## config.mk

```make
export PLATFORM = sky130hd
export DESIGN_NAME = reg_file
export DESIGN_NICKNAME = d
export VERILOG_FILES = /design/src/rtl/reg_file_pkg.sv /design/src/rtl/reg_file_read_port.sv /design/src/rtl/reg_file.sv
export SDC_FILE = /design/constraint.sdc
export NUM_CORES = 2
export LEC_CHECK = 0
export CORE_MARGIN = 10
export CORE_UTILIZATION = 50
export DETAILED_ROUTE_END_ITERATION = 10
export PLACE_DENSITY = 0.71
export SLEW_MARGIN = 10
export SYNTH_ARGS = -nofsm -noshare
export SYNTH_HDL_FRONTEND = slang
export SYNTH_SLANG_ARGS = --single-unit
```

## constraint.sdc

```tcl
create_clock -name clk -period 3.2 [get_ports clk]
set_input_delay 0.64 -clock clk [delete_from_list [all_inputs] [get_ports clk]]
set_output_delay 0.64 -clock clk [all_outputs]
set_load 0.005 [all_outputs]
```

## src/rtl/reg_file_pkg.sv

```systemverilog
// reg_file_pkg: shared register-file widths, zero-register index and datapath typedefs
package reg_file_pkg;
  localparam int DATA_WIDTH = 32;
  localparam int REG_ADDR_WIDTH = 5;
  localparam int NUM_REGS = 32;
  localparam logic [REG_ADDR_WIDTH-1:0] ZERO_REG = 5'd0;
  typedef logic [REG_ADDR_WIDTH-1:0] reg_addr_t;
  typedef logic [DATA_WIDTH-1:0] word_t;
endpackage

```

## src/rtl/reg_file_read_port.sv

```systemverilog
// reg_file_read_port: combinational read mux with zero-register forcing and optional write bypass
module reg_file_read_port #(
  parameter int DATA_WIDTH = reg_file_pkg::DATA_WIDTH,
  parameter int ADDR_WIDTH = reg_file_pkg::REG_ADDR_WIDTH,
  parameter bit WRITE_BYPASS = 1'b0
) (
  input  logic [DATA_WIDTH-1:0] regs [2**ADDR_WIDTH],
  input  logic [ADDR_WIDTH-1:0] addr,
  input  logic                  reset,
  input  logic                  write_en,
  input  logic [ADDR_WIDTH-1:0] write_reg,
  input  logic [DATA_WIDTH-1:0] write_data,
  output logic [DATA_WIDTH-1:0] data
);
  import reg_file_pkg::*;
  logic hit;
  assign hit = WRITE_BYPASS && write_en && !reset && addr == write_reg;
  assign data = (addr == ADDR_WIDTH'(ZERO_REG)) ? '0 : hit ? write_data : regs[addr];
endmodule

```

## src/rtl/reg_file.sv

```systemverilog
// reg_file: 32x32 MIPS register file, two async read ports, one sync write port, r0 hardwired to zero
module reg_file #(
  parameter int DATA_WIDTH = reg_file_pkg::DATA_WIDTH,
  parameter int ADDR_WIDTH = reg_file_pkg::REG_ADDR_WIDTH,
  parameter bit WRITE_BYPASS = 1'b0
) (
  input  logic                  clk,
  input  logic                  reset,
  output logic [DATA_WIDTH-1:0] read_data_1,
  output logic [DATA_WIDTH-1:0] read_data_2,
  input  logic [ADDR_WIDTH-1:0] read_reg_1,
  input  logic [ADDR_WIDTH-1:0] read_reg_2,
  input  logic                  write_en,
  input  logic [ADDR_WIDTH-1:0] write_reg,
  input  logic [DATA_WIDTH-1:0] write_data
);
  import reg_file_pkg::*;
  logic [DATA_WIDTH-1:0] regs [2**ADDR_WIDTH];
  always_ff @(posedge clk) begin
    if (reset) regs <= '{default: '0};
    else if (write_en && write_reg != ADDR_WIDTH'(ZERO_REG)) regs[write_reg] <= write_data;
  end
  reg_file_read_port #(.DATA_WIDTH(DATA_WIDTH), .ADDR_WIDTH(ADDR_WIDTH), .WRITE_BYPASS(WRITE_BYPASS)) port_1 (
    .regs(regs), .addr(read_reg_1), .reset(reset), .write_en(write_en),
    .write_reg(write_reg), .write_data(write_data), .data(read_data_1)
  );
  reg_file_read_port #(.DATA_WIDTH(DATA_WIDTH), .ADDR_WIDTH(ADDR_WIDTH), .WRITE_BYPASS(WRITE_BYPASS)) port_2 (
    .regs(regs), .addr(read_reg_2), .reset(reset), .write_en(write_en),
    .write_reg(write_reg), .write_data(write_data), .data(read_data_2)
  );
endmodule

```

==> impl_metrics.json <==
{
  "outcome": "finished, violations left",
  "violations": "setup timing",
  "r2r_end": "regs[942]$_SDFFE_PP0P_",
  "syn2layout_area_growth_pct": 23.3,
  "place_ws_ns": -0.692,
  "synthCells": 5833,
  "power_uw": 29500,
  "cts_tree": "done",
  "synth_nets": 5883,
  "crit_family": "buffers and inverters",
  "worstHoldPathType": "in -> reg",
  "wl_microns": 214000,
  "clk_pin_slew_ns": 0.06,
  "drc": 0,
  "grt_remaining_overflow": 0,
  "portBuffers": 113,
  "r2r_slack_ns": 2.47,
  "top_register": "regs",
  "holdWs_ns": 0.322,
  "grt_max_degree": 139,
  "route.detailed.wl_per_inst_microns": 28.5,
  "coreArea_sq_um": 102000,
  "drive_gt1_share_pct": 26.0,
  "critPathCapture": "read_data_2[3]",
  "p_per_area_nw_per_um2": 462,
  "boundaryPins": 114,
  "grt_pass1_wl_microns": 312000,
  "fp-row-count": 117,
  "cp_slowest_stage_delay_ns": 0.33,
  "syn-cell-area_sq_um": 51800,
  "finClkSkew_ns": 0,
  "yosys_warnings": 0,
  "cts.sinks": 1024,
  "fp.dieW_microns": 342,
  "slew_viol_final": 0,
  "fmax_mhz": 307,
  "finalCriticalPeriod_ns": 3.26,
  "synth_largest_area_cell": "dfxtp_1",
  "r2r-start": "regs[942]$_SDFFE_PP0P_",
  "utilization_pct": 62.4,
  "post-route-period-util_pct": 102,
  "cellLeakagePower_uw": 0.0216,
  "endpoint_kind": "primary output",
  "largest_reg_flops": 1024,
  "worst_pin_slew_ns": 0.871,
  "clkLatencyLatePin_ns": 0.70,
  "clockBufferDepth": 3,
  "numCtsBuffers": 108,
  "worstPathCellList": "buf_16 -> buf_16 -> buf_6 -> buf_4 -> buf_4 -> mux2i_1 -> a221oi_1 -> o21ai_1 -> a311oi_2 -> buf_2",
  "ant_nets": 0,
  "ys_types": 42,
  "viasPerCell": 6.72,
  "start_util_pct": 50.6,
  "peakVddDrop_mv": 0.428,
  "synth_most_common_cell": "nand2_1",
  "cp_data_arrival_time_ns": 2.62,
  "gp_congestion": 0.985,
  "cts_hold_buf": 0,
  "maxSlewHeadroom_pct": 41.9,
  "synth-seq-area-share_pct": 39.6,
  "crit_path_start": "read_reg_2[2]",
  "r2r_cells": 2,
  "dpl.cell_count": 7258,
  "reg_top3": "regs x1024",
  "hpwl_microns": 129000,
  "htreeDepth": 3,
  "cp.depth": 10,
  "synth_ff_type": "dfxtp_1",
  "first_iter_violations": 8343,
  "synth-seq-cells": 1024,
  "crit_buf_inv": 6,
  "synthTopCellsByCount": "2,048 x nand2_1, 1,024 x dfxtp_1, 992 x a21oi_1",
  "route.vias.total": 50400,
  "slowest_stage": "a221oi_1",
  "synth_edf_count": 0,
  "worstPathMaxFanout": 11,
  "first_global_vias": 48200,
  "drv_cap": 0,
  "stdcell_count": 7509,
  "finalNetCount": 6106,
  "start_kind": "input pin",
  "cp.required_ns": 2.56,
  "antenna_found_initial": 11,
  "die_area_sq_um": 117000,
  "async_flop_share_pct": 0,
  "path_class": "in -> out",
  "yosys-top-cells-area": "dfxtp_1 40%, mux4_2 19%, nand2_1 15%",
  "synth.avg_cell_area_sq_um": 8.88,
  "drt_pass1_iterations": 8,
  "synth_top_area_share_pct": 39.6,
  "grt_usage_pct": 35.2,
  "die_y_microns": 342,
  "finalHoldViolCount": 0,
  "cts.root.buffer_cell": "clkbuf_16",
  "final-setup-viol-count": 12,
  "setup_slack_ns": -0.0570,
  "rsz0062_at_grt": "true"
}
==> where the power goes <==
group | leakage (uW) | total (uW) | switching, uW | internal, uW
sequential | 0.00826 | 12900 | 73.4 | 12800
clock | 0.00182 | 13200 | 5540 | 7690
combinational | 0.0116 | 3370 | 1990 | 1380
==> how the worst min path moves through the flow <==
stage	from	cells after the start	end
finish	reset	2	regs[724]$_SDFFE_PP0P_
global route	reset	2	regs[884]$_SDFFE_PP0P_
CTS	reset	2	regs[532]$_SDFFE_PP0P_
detailed placement	regs[308]$_SDFFE_PP0P_	2	regs[308]$_SDFFE_PP0P_
global placement	regs[978]$_SDFFE_PP0P_	2	regs[978]$_SDFFE_PP0P_
floorplan	regs[102]$_SDFFE_PP0P_	2	regs[102]$_SDFFE_PP0P_
==> per-layer routing <==
metal  global-route usage, %  vias up  wire (microns)
met5                   0.750        -             219
met4                    21.8       16           15800
met3                    13.7     1155           34100
met2                    50.7     4270           89400
met1                    43.8    24100           74100
li1                        -    20900               -
==> final cells by class <==
type | count | area (sq um)
fillers | 7988 | 38500
repair buffers | 735 | 8110
well taps | 1368 | 1710
diodes | 3 | 7.51
inverters | 2 | 11.3
clock inverters | 36 | 480
clock buffers | 156 | 3180
multi-input cells | 4185 | 29800
flip-flops and latches | 1024 | 20500
==> cell families after synthesis <==
logic type,Yosys count,synth area share [%]
simple gates,2188,16.5
mux,672,23.9
flops,1024,39.6
buf+inv,624,5.63
compound gates,1325,14.4
==> placed cells by master (no fill, tap or decap), types with 23 or more instances in the layout <==
master | netlist | layout
mux4_2 | 448 | 448
buf_16 | 0 | 23
a21oi_1 | 992 | 992
o21ai_2 | 0 | 24
clkbuf_8 | 0 | 28
nor2b_1 | 71 | 60
a22oi_1 | 64 | 41
a221o_1 | 32 | 28
buf_12 | 3 | 143
o21ai_1 | 26 | 34
clkbuf_16 | 0 | 111
buf_6 | 22 | 31
mux2i_1 | 192 | 174
nand2_2 | 0 | 25
a221oi_1 | 45 | 38
clkdlybuf4s50_1 | 0 | 38
buf_2 | 111 | 32
buf_4 | 47 | 418
dfxtp_1 | 1024 | 1012
a22oi_2 | 0 | 23
nand2_1 | 2048 | 2023
==> per-stage QoR <==
stage	area (sq um)	setup TNS, ns
after detailed placement	58000	-23.45
after global routing	63800	-0.371
final	63800	-0.241
after floorplan	51800	0
after CTS	63400	-1.18
after global placement	58000	-22.91
==> what timing repair did <==
action                     in CTS  in global routing
setup endpoints to repair      64                 55
setup buffers                  55                 24
pin swaps                      51                 42
resized for setup             445                112
gates cloned                    9                  2
==> worst reg2reg max path, stage by stage, from the launching register on <==
cell,delay (ns)
dfxtp_1,0.37
nand2_1,0.08
a21oi_1,0.19
(Power assumes the default switching activity.)
